### config.mk
export PLATFORM = sky130hd
export DESIGN_NAME = scan_chain_seq
export DESIGN_NICKNAME = d
export VERILOG_FILES = /design/src/rtl/scan_chain_seq.sv
export SDC_FILE = /design/constraint.sdc
export NUM_CORES = 1
export LEC_CHECK = 0
export ABC_AREA = 1
export BUFFER_PORTS_ARGS = -buffer_cell sky130_fd_sc_hd__buf_2
export CAP_MARGIN = 20
export CORE_ASPECT_RATIO = 1.5
export CORE_UTILIZATION = 25
export CTS_BUF_LIST = sky130_fd_sc_hd__clkbuf_16
export CTS_CLUSTER_DIAMETER = 50
export CTS_CLUSTER_SIZE = 12
export DETAILED_ROUTE_END_ITERATION = 6
export HOLD_SLACK_MARGIN = 0.02
export PLACE_DENSITY = 0.56
export REMOVE_ABC_BUFFERS = 1
export SETUP_SLACK_MARGIN = 0.3
export SKIP_LAST_GASP = 1
export SLEW_MARGIN = 20
export SYNTH_ARGS = -nofsm -noshare
export SYNTH_HDL_FRONTEND = slang
export SYNTH_SLANG_ARGS = --single-unit
### constraint.sdc
create_clock -name clk_i -period 1.5 [get_ports clk_i]
set_input_delay 0.3 -clock clk_i [delete_from_list [all_inputs] [get_ports clk_i]]
set_output_delay 0.3 -clock clk_i [all_outputs]
set_load 0.1 [all_outputs]
### src/rtl/scan_chain_seq.sv
// WIDTH-bit scan register split into CHAINS parallel chains, with a one-pulse
// automatic shift/capture sequencer, manual shift and functional capture.
module scan_chain_seq #(
  parameter int WIDTH  = 16,
  parameter int CHAINS = 2,
  parameter int CNT_W  = 8
) (
  input  logic              clk_i,
  input  logic              rst_ni,
  input  logic [WIDTH-1:0]  d_i,
  input  logic              scan_en_i,
  input  logic [CHAINS-1:0] scan_in_i,
  input  logic              start_i,
  output logic [WIDTH-1:0]  q_o,
  output logic [CHAINS-1:0] scan_out_o,
  output logic              busy_o,
  output logic              done_o
);

  localparam int L = WIDTH / CHAINS;
  localparam logic [CNT_W-1:0] LAST_CNT = CNT_W'(L - 1);

  typedef enum logic [1:0] {
    S_IDLE,
    S_SHIFT,
    S_CAPTURE,
    S_DONE
  } state_t;

  state_t             state_q;
  logic [CNT_W-1:0]   cnt_q;
  logic [WIDTH-1:0]   q_q;
  logic [WIDTH-1:0]   shift_d;
  logic               busy_q;
  logic               done_q;

  // Every chain moves one bit toward its LSB; scan_in enters at the chain MSB.
  always_comb begin
    shift_d = q_q;
    for (int c = 0; c < CHAINS; c++) begin
      for (int i = 0; i < L - 1; i++) begin
        shift_d[c*L+i] = q_q[c*L+i+1];
      end
      shift_d[c*L+L-1] = scan_in_i[c];
    end
  end

  // busy/done are registered alongside the state so they track it exactly.
  always_ff @(posedge clk_i) begin
    if (!rst_ni) begin
      state_q <= S_IDLE;
      cnt_q   <= '0;
      q_q     <= '0;
      busy_q  <= 1'b0;
      done_q  <= 1'b0;
    end else begin
      case (state_q)
        S_IDLE: begin
          if (start_i) begin
            state_q <= S_SHIFT;
            cnt_q   <= '0;
            busy_q  <= 1'b1;
          end else if (scan_en_i) begin
            q_q <= shift_d;
          end else begin
            q_q <= d_i;
          end
        end
        S_SHIFT: begin
          q_q   <= shift_d;
          cnt_q <= cnt_q + 1'b1;
          if (cnt_q == LAST_CNT) begin
            state_q <= S_CAPTURE;
          end
        end
        S_CAPTURE: begin
          q_q     <= d_i;
          state_q <= S_DONE;
          busy_q  <= 1'b0;
          done_q  <= 1'b1;
        end
        S_DONE: begin
          state_q <= S_IDLE;
          done_q  <= 1'b0;
        end
        default: begin
          state_q <= S_IDLE;
          busy_q  <= 1'b0;
          done_q  <= 1'b0;
        end
      endcase
    end
  end

  for (genvar c = 0; c < CHAINS; c++) begin : g_scan_out
    assign scan_out_o[c] = q_q[c*L];
  end

  assign q_o    = q_q;
  assign busy_o = busy_q;
  assign done_o = done_q;

endmodule

==> impl_metrics.prom, run 1 <==
# TYPE chip_impl_metric gauge
chip_impl_metric{name="worst-endpoint-required",unit="ns"} 1.69
chip_impl_metric{name="detailedPlacementHpwl",unit="um"} 3480
chip_impl_info{name="cp_cell_sequence",value="inv_2 -> ha_4 -> inv_4 -> o21ai_4 -> buf_6 -> nand3_2 -> a21oi_2"} 1
chip_impl_metric{name="antenna_found_initial",unit=""} 0
chip_impl_metric{name="avg_cell_area_syn",unit="sq um"} 6.32
chip_impl_metric{name="route.vias.total",unit=""} 1881
chip_impl_metric{name="antenna_left",unit=""} 0
chip_impl_metric{name="clk_path_buf_depth",unit=""} 2
chip_impl_info{name="layout.cells.most_common",value="sky130_fd_sc_hd__nand2_1"} 1
chip_impl_info{name="critPathCaptureType",value="flop"} 1
chip_impl_metric{name="io_pins",unit=""} 42
chip_impl_info{name="cts.root.buffer_cell",value="sky130_fd_sc_hd__clkbuf_16"} 1
chip_impl_metric{name="ant_cells",unit=""} 0
chip_impl_metric{name="wirelength",unit="um"} 5170
chip_impl_metric{name="wire_per_inst",unit="um"} 13.1
chip_impl_metric{name="fin_nets",unit=""} 347
chip_impl_info{name="critical_r2r_capture",value="q_o[12]$_SDFFE_PN0P_"} 1
chip_impl_metric{name="die-area",unit="sq um"} 7160
chip_impl_metric{name="synth_cell_types",unit=""} 22
chip_impl_metric{name="timing.reg2reg.worst_path_depth",unit=""} 7
chip_impl_metric{name="pre_cts_slack",unit="ns"} 0.0400
chip_impl_metric{name="clock_insertion_delay_worst_skew",unit="ns"} 0.26
chip_impl_metric{name="tightest_pin_transition",unit="ns"} 0.331
chip_impl_metric{name="finalMaxSlewViolations",unit=""} 0
chip_impl_metric{name="crit_arrival",unit="ns"} 1.57
chip_impl_metric{name="synth.yosys.warnings",unit=""} 0
chip_impl_metric{name="setup_ws",unit="ns"} 0.119
chip_impl_info{name="cell_with_the_largest_stage_delay_on_the_worst_path",value="sky130_fd_sc_hd__dfxtp_2"} 1
chip_impl_info{name="holdCritPathClass",value="input port to flop"} 1
chip_impl_metric{name="gr-total-overflow",unit=""} 0
chip_impl_metric{name="path_buf_inv",unit=""} 3
chip_impl_metric{name="vertical_die_dimension",unit="um"} 103
chip_impl_metric{name="remaining_drc_errors",unit=""} 0
chip_impl_metric{name="initial_utilization",unit="%"} 26.1
chip_impl_metric{name="weighted_congestion_at_the_end_of_routability_driven_global_placement",unit=""} 0.809
chip_impl_metric{name="portBuffers",unit=""} 41
chip_impl_metric{name="dr.first_iter.drc_count",unit=""} 87
chip_impl_info{name="worst_path_dominant_cell_family",value="flip-flops"} 1
chip_impl_info{name="holdCritStartpoint",value="rst_ni"} 1
chip_impl_metric{name="groute.usage.overall",unit="%"} 14.7
chip_impl_metric{name="global_route_wire_length_before_repair",unit="um"} 8580
chip_impl_info{name="critical_path.startpoint_type",value="flop"} 1
chip_impl_metric{name="first_pass_iters",unit=""} 4
chip_impl_metric{name="finalHoldViolCount",unit=""} 0
chip_impl_metric{name="synth.cell_area",unit="sq um"} 1710
chip_impl_metric{name="pin_count_of_the_biggest_net_entering_global_routing",unit=""} 19
chip_impl_metric{name="synth.yosys.seq_area_share",unit="%"} 32.9
chip_impl_metric{name="critical-path-max-stage-delay",unit="ns"} 0.34
chip_impl_metric{name="gr-usage-met3",unit="%"} 2.35
chip_impl_metric{name="drive_gt1_share",unit="%"} 37.1
chip_impl_info{name="commonest_cells_after_routing_fill_and_taps_aside",value="sky130_fd_sc_hd__nand2_1 (97), sky130_fd_sc_hd__nand3_1 (42), sky130_fd_sc_hd__buf_2 (21)"} 1
chip_impl_info{name="critPathKind",value="flop to flop"} 1
chip_impl_metric{name="worstPathMaxFanout",unit=""} 5
chip_impl_metric{name="synth_seq_cells",unit=""} 28
chip_impl_metric{name="die_w",unit="um"} 69.4
chip_impl_metric{name="fmax",unit="MHz"} 724
chip_impl_metric{name="finalCritPeriodShare",unit="%"} 92.1
chip_impl_metric{name="syn-instance-count",unit=""} 270
chip_impl_metric{name="std_cell_rows",unit=""} 36
chip_impl_info{name="status",value="complete, no violations"} 1
chip_impl_metric{name="first_global_vias",unit=""} 1864
chip_impl_metric{name="post-place-cells",unit=""} 387
chip_impl_info{name="cp-endpoint",value="q_o[12]$_SDFFE_PN0P_"} 1
chip_impl_metric{name="design.core.area",unit="sq um"} 6530
chip_impl_metric{name="rrSetupSlack",unit="ns"} 0.12
chip_impl_metric{name="final-setup-viol-count",unit=""} 0
chip_impl_info{name="worst_reg2reg_startpoint",value="state_q[1]$_SDFFE_PN0P_"} 1
chip_impl_metric{name="finish.cell_count_without_fillers",unit=""} 394
chip_impl_info{name="crit_path_start",value="state_q[1]$_SDFFE_PN0P_"} 1
chip_impl_metric{name="cts_bufs_inserted",unit=""} 3
chip_impl_metric{name="cp.depth",unit=""} 7
chip_impl_metric{name="timing.clock.skew",unit="ns"} 0.00300
chip_impl_metric{name="globalRouteMet2Util",unit="%"} 28.3
chip_impl_info{name="cts_tree",value="yes"} 1
chip_impl_metric{name="area.growth.synth_to_final",unit="%"} 54.6
chip_impl_metric{name="slew_headroom",unit="%"} 77.8
chip_impl_info{name="global_route.peak_usage_layer",value="met2"} 1
chip_impl_metric{name="maxCapViolCount",unit=""} 0
chip_impl_metric{name="use_met1",unit="%"} 16.5
chip_impl_metric{name="ctsHtreeMaxLevel",unit=""} 1
chip_impl_info{name="rsz0062_at_grt",value="true"} 1
chip_impl_metric{name="drt-vias-per-instance",unit=""} 4.77
chip_impl_metric{name="period_needed",unit="ns"} 1.38
chip_impl_metric{name="worst_setup_hold_path_clk_slew",unit="ns"} 0.07
chip_impl_metric{name="clock_sink_count",unit=""} 28
[kinds of logic (layout without fill, tap and decap cells)]
group	count (synthesis)	after routing	synth area share, %
XOR/XNOR	1	1	0.514
adder cells (fa/ha/maj)	5	5	3.67
AND/OR/NAND/NOR	171	171	43.3
AO/OA/AOI/OAI	31	31	10.1
buffers and inverters	34	82	9.61
flip-flops	28	28	32.9
[metal layers]
metal | wire length (um) | vias to the layer above | part of all wire (%)
met5 | 0 | - | 0
met4 | 29 | 0 | 0.56
met3 | 232 | 2 | 4.5
met2 | 2770 | 35 | 54
met1 | 2140 | 864 | 41
li1 | - | 980 | -
[worst min path at each step]
stage | to | slack (ns) | depth (start not counted)
global placement | cnt_q[5]$_SDFFE_PN0P_ | 0.46 | 2
finish | state_q[1]$_SDFFE_PN0P_ | 0.29 | 3
global route | state_q[1]$_SDFFE_PN0P_ | 0.29 | 3
CTS | state_q[1]$_SDFFE_PN0P_ | 0.28 | 3
floorplan | state_q[1]$_SDFFE_PN0P_ | 0.42 | 2
detailed placement | q_o[0]$_SDFFE_PN0P_ | 0.47 | 2
[registers in the layout, summed over array words and instances (netlist names)]
name,flops
q_o,16
cnt_q,8
state_q,2
busy_o,1
done_o,1
[worst register-to-register path: stages, from the launching register on]
cell and delay (ns):
sky130_fd_sc_hd__dfxtp_2 0.34, sky130_fd_sc_hd__inv_2 0.06, sky130_fd_sc_hd__ha_4 0.28, sky130_fd_sc_hd__inv_4 0.04
sky130_fd_sc_hd__o21ai_4 0.21, sky130_fd_sc_hd__buf_6 0.18, sky130_fd_sc_hd__nand3_2 0.07, sky130_fd_sc_hd__a21oi_2 0.13
[layout make-up]
type	count	area, sq um
Fill cell	669	3890
Tap cell	76	95.1
Sequential cell	28	582
Timing Repair Buffer	62	662
Multi-Input combinational cell	208	1150
Inverter	17	68.8
Clock buffer	3	75.1
[cells in the mapped netlist]
cell,count,area [sq um]
sky130_fd_sc_hd__nand2_1,98,368
sky130_fd_sc_hd__nand3_1,54,270
sky130_fd_sc_hd__dfxtp_1,28,561
sky130_fd_sc_hd__a21oi_1,25,125
sky130_fd_sc_hd__inv_1,15,56.3
sky130_fd_sc_hd__nor2_1,11,41.3
sky130_fd_sc_hd__buf_2,8,40.0
sky130_fd_sc_hd__ha_1,5,62.6
sky130_fd_sc_hd__clkbuf_1,4,15.0
sky130_fd_sc_hd__nand4_1,4,25.0
sky130_fd_sc_hd__buf_4,3,22.5
sky130_fd_sc_hd__o21ai_0,3,15.0
sky130_fd_sc_hd__buf_6,2,22.5
sky130_fd_sc_hd__inv_2,2,7.51
sky130_fd_sc_hd__a211oi_1,1,7.51
sky130_fd_sc_hd__nand2_2,1,6.26
sky130_fd_sc_hd__nand2_4,1,11.3
sky130_fd_sc_hd__nor2_4,1,11.3
sky130_fd_sc_hd__nor3_1,1,5.00
sky130_fd_sc_hd__o21ai_4,1,16.3
sky130_fd_sc_hd__o21bai_1,1,7.51
sky130_fd_sc_hd__xnor2_1,1,8.76
[metrics by stage]
step / cell area (sq um) / setup TNS (ns) / utilization (%) / hold slack [ns]
floorplan: 1610 / -8.55 / - / 0.421
global placement: 2030 / 0 / 31.1 / 0.462
detailed placement: 2030 / 0 / 31.1 / 0.474
CTS: 2430 / 0 / 37.2 / 0.282
global route: 2640 / 0 / 40.4 / 0.291
finish: 2640 / 0 / 40.4 / 0.290
[timing repair]
action                     4_1_cts  5_1_grt
pin swaps                       17       18
hold buffers                     0        0
gates resized for setup         91       50
gates cloned                     1        0
setup endpoints to repair       47       44
buffers inserted                 1        2
Power of run 1 is not shown: default switching activity piles up to over one toggle a cycle in this logic, so the estimate is an artifact.
==> inputs of run 2 (changes only) <==
--- a/config.mk
+++ b/config.mk
@@ -8,7 +8,7 @@
 export ABC_AREA = 1
 export BUFFER_PORTS_ARGS = -buffer_cell sky130_fd_sc_hd__buf_2
 export CAP_MARGIN = 20
-export CORE_ASPECT_RATIO = 1.5
+export CORE_ASPECT_RATIO = 2
 export CORE_UTILIZATION = 25
 export CTS_BUF_LIST = sky130_fd_sc_hd__clkbuf_16
 export CTS_CLUSTER_DIAMETER = 50
==> impl_metrics.prom, run 2 (same netlist as run 1, synthesis figures left out) <==
# TYPE chip_impl_metric gauge
chip_impl_metric{name="tightest_pin_transition",unit="ns"} 0.309
chip_impl_metric{name="antenna_left",unit=""} 0
chip_impl_info{name="layout.cells.most_common",value="sky130_fd_sc_hd__nand2_1"} 1
chip_impl_metric{name="dr.first_iter.drc_count",unit=""} 68
chip_impl_metric{name="fmax",unit="MHz"} 714
chip_impl_metric{name="cts_bufs_inserted",unit=""} 3
chip_impl_info{name="cell_with_the_largest_stage_delay_on_the_worst_path",value="sky130_fd_sc_hd__dfxtp_2"} 1
chip_impl_info{name="critPathKind",value="flop to flop"} 1
chip_impl_metric{name="finalMaxSlewViolations",unit=""} 0
chip_impl_metric{name="number_of_flip_flops_in_the_largest_register",unit=""} 16
chip_impl_metric{name="antenna_found_initial",unit=""} 0
chip_impl_metric{name="drive_gt1_share",unit="%"} 42.4
chip_impl_metric{name="portBuffers",unit=""} 41
chip_impl_metric{name="wirelength",unit="um"} 5320
chip_impl_metric{name="maxCapViolCount",unit=""} 0
chip_impl_metric{name="die-area",unit="sq um"} 7180
chip_impl_metric{name="area.growth.synth_to_final",unit="%"} 58.0
chip_impl_metric{name="remaining_drc_errors",unit=""} 0
chip_impl_metric{name="first_global_vias",unit=""} 1928
chip_impl_metric{name="ant_cells",unit=""} 0
chip_impl_info{name="rsz0062_at_grt",value="true"} 1
chip_impl_metric{name="initial_utilization",unit="%"} 25.8
chip_impl_info{name="critical_path.startpoint_type",value="flop"} 1
chip_impl_metric{name="finish.cell_count_without_fillers",unit=""} 409
chip_impl_metric{name="critical-path-max-stage-delay",unit="ns"} 0.33
chip_impl_info{name="status",value="complete, no violations"} 1
chip_impl_metric{name="drt-vias-per-instance",unit=""} 4.73
chip_impl_metric{name="worstPathMaxFanout",unit=""} 5
chip_impl_metric{name="wire_per_inst",unit="um"} 13.0
chip_impl_metric{name="post-place-cells",unit=""} 399
chip_impl_info{name="commonest_cells_after_routing_fill_and_taps_aside",value="sky130_fd_sc_hd__nand2_1 (94), sky130_fd_sc_hd__nand3_1 (39), sky130_fd_sc_hd__buf_2 (21)"} 1
chip_impl_metric{name="clock_sink_count",unit=""} 28
chip_impl_metric{name="crit_arrival",unit="ns"} 1.59
chip_impl_metric{name="nFillCells",unit=""} 701
chip_impl_info{name="cts_tree",value="yes"} 1
chip_impl_metric{name="fin_nets",unit=""} 349
chip_impl_metric{name="finalCritPeriodShare",unit="%"} 93.4
chip_impl_metric{name="gr-total-overflow",unit=""} 0
chip_impl_metric{name="period_needed",unit="ns"} 1.40
chip_impl_metric{name="first_pass_iters",unit=""} 4
chip_impl_metric{name="groute.usage.overall",unit="%"} 16.0
chip_impl_metric{name="weighted_congestion_at_the_end_of_routability_driven_global_placement",unit=""} 0.837
chip_impl_metric{name="die_w",unit="um"} 60.4
chip_impl_info{name="critPathCaptureType",value="flop"} 1
chip_impl_metric{name="worst_setup_hold_path_clk_slew",unit="ns"} 0.07
chip_impl_metric{name="timing.clock.skew",unit="ns"} 0.00493
chip_impl_metric{name="finalHoldViolCount",unit=""} 0
chip_impl_metric{name="clk_path_buf_depth",unit=""} 2
chip_impl_metric{name="ctsHtreeMaxLevel",unit=""} 1
chip_impl_info{name="worst_path_dominant_cell_family",value="compound AO/OA/AOI/OAI gates"} 1
chip_impl_metric{name="design.core.area",unit="sq um"} 6620
chip_impl_info{name="holdCritPathClass",value="input port to flop"} 1
chip_impl_info{name="cts.root.buffer_cell",value="sky130_fd_sc_hd__clkbuf_16"} 1
chip_impl_metric{name="path_buf_inv",unit=""} 3
chip_impl_metric{name="std_cell_rows",unit=""} 42
chip_impl_info{name="cp_cell_sequence",value="inv_2 -> ha_4 -> inv_4 -> o21ai_4 -> buf_6 -> nand3_2 -> a21oi_2"} 1
chip_impl_metric{name="final-setup-viol-count",unit=""} 0
chip_impl_metric{name="vertical_die_dimension",unit="um"} 119
chip_impl_metric{name="pin_count_of_the_biggest_net_entering_global_routing",unit=""} 17
chip_impl_metric{name="route.vias.total",unit=""} 1933
chip_impl_metric{name="slew_headroom",unit="%"} 79.3
chip_impl_metric{name="clock_insertion_delay_worst_skew",unit="ns"} 0.26
chip_impl_metric{name="io_pins",unit=""} 42
chip_impl_metric{name="worst-endpoint-required",unit="ns"} 1.69
chip_impl_metric{name="global_route_wire_length_before_repair",unit="um"} 8860
chip_impl_metric{name="detailedPlacementHpwl",unit="um"} 3630
-- run 2: cell count changes in the layout (fill, tap and decap cells not counted), moves of 3 or more --
cell,previous run,this run
sky130_fd_sc_hd__nand3_1,42,39
sky130_fd_sc_hd__dfxtp_1,11,8
sky130_fd_sc_hd__a21oi_1,18,14
sky130_fd_sc_hd__nand3_2,10,14
sky130_fd_sc_hd__nand2_1,97,94
sky130_fd_sc_hd__a21oi_2,7,11
-- run 2: worst paths after layout --
path,endpoint,slack [ns],startpoint,depth (start not counted)
max,q_o[12]$_SDFFE_PN0P_,0.1,state_q[1]$_SDFFE_PN0P_,7
min reg2reg,cnt_q[5]$_SDFFE_PN0P_,0.47,cnt_q[5]$_SDFFE_PN0P_,2
max reg2reg,q_o[12]$_SDFFE_PN0P_,0.1,state_q[1]$_SDFFE_PN0P_,7
min,state_q[0]$_SDFFE_PN0P_,0.28,rst_ni,3
-- run 2: per-stage QoR --
stage          setup TNS, ns  setup slack, ns  hold slack, ns  utilization (%)  area (sq um)
3_5_place_dp               0          0.00670           0.464             30.9          2050
4_1_cts                    0            0.113           0.290             37.3          2470
2_1_floorplan          -8.55           -0.449           0.421                -          1610
5_1_grt                    0           0.0284           0.330             40.7          2700
3_3_place_gp               0           0.0352           0.456             30.9          2050
6_report                   0           0.0988           0.280             40.7          2700
-- run 2: final cells by class --
cell class | count | area [sq um] | area share (%)
Timing Repair Buffer | 64 | 673 | 25.0
Tap cell | 88 | 110 | 4.09
Clock buffer | 3 | 75.1 | 2.79
Sequential cell | 28 | 588 | 21.8
Inverter | 17 | 68.8 | 2.55
Multi-Input combinational cell | 208 | 1180 | 43.6
Clock inverter | 1 | 3.75 | 0.139
-- run 2: worst register-to-register path, cell delays in order (launching register included) --
cell                      delay (ns)
sky130_fd_sc_hd__dfxtp_2        0.33
sky130_fd_sc_hd__inv_2          0.06
sky130_fd_sc_hd__ha_4           0.28
sky130_fd_sc_hd__inv_4          0.04
sky130_fd_sc_hd__o21ai_4        0.22
sky130_fd_sc_hd__buf_6          0.18
sky130_fd_sc_hd__nand3_2        0.07
sky130_fd_sc_hd__a21oi_2        0.14
-- run 2: what timing repair did --
action                                 in CTS  in global routing
buffers inserted                            2                  3
setup endpoints to repair                  46                 38
resized for setup                          93                 62
endpoints found under the hold margin       0                  0
gates cloned                                1                  0
pin swaps                                  20                 27
hold buffers                                0                  0
-- run 2: routing by layer --
| layer | part of all wire (%) | up-vias | wire length [um] | GRT usage [%] |
|---|---|---|---|---|
| li1 | - | 979 | - | - |
| met1 | 38 | 910 | 2040 | 18.1 |
| met2 | 57 | 38 | 3040 | 28.8 |
| met3 | 3.0 | 6 | 161 | 1.86 |
| met4 | 1.4 | 0 | 73 | 5.67 |
| met5 | 0 | - | 0 | 0 |
Power of run 2 is left out for the same reason.
==> inputs of run 3 (changes only) <==
--- a/config.mk
+++ b/config.mk
@@ -7,7 +7,6 @@
 export LEC_CHECK = 0
 export ABC_AREA = 1
 export BUFFER_PORTS_ARGS = -buffer_cell sky130_fd_sc_hd__buf_2
-export CAP_MARGIN = 20
 export CORE_ASPECT_RATIO = 2
 export CORE_UTILIZATION = 25
 export CTS_BUF_LIST = sky130_fd_sc_hd__clkbuf_16
@@ -16,7 +15,6 @@
 export DETAILED_ROUTE_END_ITERATION = 6
 export HOLD_SLACK_MARGIN = 0.02
 export PLACE_DENSITY = 0.56
-export REMOVE_ABC_BUFFERS = 1
 export SETUP_SLACK_MARGIN = 0.3
 export SKIP_LAST_GASP = 1
 export SLEW_MARGIN = 20
==> impl_metrics.prom, run 3 (same netlist as run 1, synthesis figures left out) <==
# TYPE chip_impl_metric gauge
chip_impl_metric{name="antenna_found_initial",unit=""} 0
chip_impl_metric{name="clk_path_buf_depth",unit=""} 2
chip_impl_info{name="cts_tree",value="yes"} 1
chip_impl_metric{name="timing.reg2reg.worst_path_depth",unit=""} 7
chip_impl_metric{name="route.met3.wl",unit="um"} 215
chip_impl_metric{name="tightest_pin_transition",unit="ns"} 0.306
chip_impl_metric{name="drive_gt1_share",unit="%"} 35.6
chip_impl_metric{name="finalHoldViolCount",unit=""} 0
chip_impl_metric{name="worstPathMaxFanout",unit=""} 6
chip_impl_metric{name="area.growth.synth_to_final",unit="%"} 42.8
chip_impl_metric{name="met2_wirelength",unit="um"} 2880
chip_impl_metric{name="cts_hold_buf",unit=""} 0
chip_impl_metric{name="finalMaxSlewViolations",unit=""} 0
chip_impl_metric{name="post-route-util",unit="%"} 36.8
chip_impl_metric{name="groute.usage.overall",unit="%"} 15.5
chip_impl_info{name="critical_path.startpoint_type",value="flop"} 1
chip_impl_metric{name="clock_insertion_delay_worst_skew",unit="ns"} 0.27
chip_impl_metric{name="post-place-cells",unit=""} 394
chip_impl_metric{name="dr.first_iter.drc_count",unit=""} 113
chip_impl_metric{name="rrSetupSlack",unit="ns"} 0.08
chip_impl_info{name="critPathKind",value="flop to flop"} 1
chip_impl_info{name="cp_cell_sequence",value="inv_2 -> ha_4 -> inv_6 -> o21ai_4 -> buf_4 -> nand3_1 -> a21oi_1"} 1
chip_impl_metric{name="io_pins",unit=""} 42
chip_impl_metric{name="weighted_congestion_at_the_end_of_routability_driven_global_placement",unit=""} 0.823
chip_impl_info{name="critical_r2r_capture",value="q_o[12]$_SDFFE_PN0P_"} 1
chip_impl_metric{name="cts_bufs_inserted",unit=""} 3
chip_impl_metric{name="gr-total-overflow",unit=""} 0
chip_impl_metric{name="hold_path_depth",unit=""} 3
chip_impl_info{name="layout.cells.most_common",value="sky130_fd_sc_hd__nand2_1"} 1
chip_impl_metric{name="ctsHtreeMaxLevel",unit=""} 1
chip_impl_info{name="holdCritStartpoint",value="rst_ni"} 1
chip_impl_info{name="holdCritPathClass",value="input port to flop"} 1
chip_impl_metric{name="ant_cells",unit=""} 0
chip_impl_metric{name="number_of_flip_flops_in_the_largest_register",unit=""} 16
chip_impl_info{name="commonest_cells_after_routing_fill_and_taps_aside",value="sky130_fd_sc_hd__nand2_1 (92), sky130_fd_sc_hd__nand3_1 (52), sky130_fd_sc_hd__buf_6 (23)"} 1
chip_impl_metric{name="fmax",unit="MHz"} 706
chip_impl_metric{name="finalCritPeriodShare",unit="%"} 94.5
chip_impl_metric{name="initial_utilization",unit="%"} 25.8
chip_impl_info{name="cell_with_the_largest_stage_delay_on_the_worst_path",value="sky130_fd_sc_hd__dfxtp_2"} 1
chip_impl_metric{name="detailedPlacementHpwl",unit="um"} 3670
chip_impl_metric{name="wirelength",unit="um"} 5100
chip_impl_metric{name="wire_per_inst",unit="um"} 12.5
chip_impl_metric{name="first_global_vias",unit=""} 1856
chip_impl_metric{name="drt-vias-per-instance",unit=""} 4.71
chip_impl_metric{name="period_needed",unit="ns"} 1.42
chip_impl_info{name="routed.top_layer",value="met4"} 1
chip_impl_metric{name="maxCapViolCount",unit=""} 0
chip_impl_metric{name="std_cell_rows",unit=""} 42
chip_impl_metric{name="fin_nets",unit=""} 348
chip_impl_metric{name="design.core.area",unit="sq um"} 6620
chip_impl_metric{name="finish.cell_count_without_fillers",unit=""} 408
chip_impl_info{name="status",value="complete, no violations"} 1
chip_impl_metric{name="first_pass_iters",unit=""} 4
chip_impl_metric{name="hold_ws",unit="ns"} 0.275
chip_impl_metric{name="critical-path-max-stage-delay",unit="ns"} 0.35
chip_impl_info{name="critPathCaptureType",value="flop"} 1
chip_impl_metric{name="global_route_wire_length_before_repair",unit="um"} 8430
chip_impl_info{name="rsz0062_at_grt",value="true"} 1
chip_impl_metric{name="worst_setup_hold_path_clk_slew",unit="ns"} 0.07
chip_impl_metric{name="pin_count_of_the_biggest_net_entering_global_routing",unit=""} 18
chip_impl_metric{name="die-area",unit="sq um"} 7180
chip_impl_metric{name="vertical_die_dimension",unit="um"} 119
chip_impl_metric{name="antenna_left",unit=""} 0
chip_impl_metric{name="final-setup-viol-count",unit=""} 0
chip_impl_info{name="cts.root.buffer_cell",value="sky130_fd_sc_hd__clkbuf_16"} 1
chip_impl_info{name="crit_path_start",value="state_q[1]$_SDFFE_PN0P_"} 1
chip_impl_metric{name="slew_headroom",unit="%"} 79.6
chip_impl_metric{name="clock_sink_count",unit=""} 28
chip_impl_metric{name="portBuffers",unit=""} 41
chip_impl_metric{name="wl_met1",unit="um"} 1910
chip_impl_metric{name="die_w",unit="um"} 60.4
chip_impl_metric{name="synth_fp_nets",unit=""} 297
chip_impl_metric{name="route.vias.total",unit=""} 1920
chip_impl_metric{name="crit_arrival",unit="ns"} 1.61
chip_impl_metric{name="timing.clock.skew",unit="ns"} 0.00475
chip_impl_metric{name="worst-endpoint-required",unit="ns"} 1.69
chip_impl_info{name="holdPathEnd",value="state_q[1]$_SDFFE_PN0P_"} 1
chip_impl_metric{name="remaining_drc_errors",unit=""} 0
chip_impl_info{name="worst_reg2reg_startpoint",value="state_q[1]$_SDFFE_PN0P_"} 1
[run 3: cell count changes in the layout (fill, tap and decap cells not counted), sizes merged]
cell / before / now
buf: 64 / 63
[run 3: per-stage QoR]
step | area [sq um] | TNS, ns | setup slack, ns
after global placement | 2060 | 0 | 0.101
after floorplan | 1770 | 0 | 0.00187
after global routing | 2440 | -0.0225 | -0.0114
final | 2440 | 0 | 0.0827
after detailed placement | 2060 | 0 | 0.0646
after CTS | 2380 | 0 | 0.0997
[run 3: area by class of cell]
type	instances	area, sq um
repair buffers	63	507
well taps	88	110
inverters	17	71.3
clock buffers	3	75.1
multi-input cells	208	1080
flip-flops and latches	28	588
clock inverters	1	3.75
fillers	761	4190
[run 3: per-layer routing]
metal,vias to the layer above,track usage [%]
met5,-,0
met4,0,6.54
met3,6,3.17
met2,44,27.3
met1,888,16.9
li1,982,-
[run 3: worst max path at each step]
| stage | end | slack, ns | cells past startpoint |
|---|---|---|---|
| final | q_o[12]$_SDFFE_PN0P_ | 0.08 | 7 |
| after global routing | cnt_q[4]$_SDFFE_PN0P_ | -0.01 | 11 |
| after CTS | q_o[2]$_SDFFE_PN0P_ | 0.1 | 7 |
| after detailed placement | q_o[11]$_SDFFE_PN0P_ | 0.06 | 7 |
| after global placement | q_o[2]$_SDFFE_PN0P_ | 0.10 | 7 |
| after floorplan | q_o[10]$_SDFFE_PN0P_ | 0.002 | 9 |
[run 3: worst max-delay path, delay by kind of cell (launching register included)]
family	cells	cell delay [ns]
AO/OA/AOI/OAI	2	0.39
adder cells (fa/ha/maj)	1	0.28
buffers and inverters	3	0.24
flip-flops	1	0.35
AND/OR/NAND/NOR	1	0.07
[run 3: repair_timing]
item	CTS	global route
pin swaps	18	9
buffers inserted	6	3
endpoints found under the hold margin	0	0
endpoints found under the setup margin	46	26
cloned	1	0
gates resized for setup	62	8
Power of run 3 is left out for the same reason.
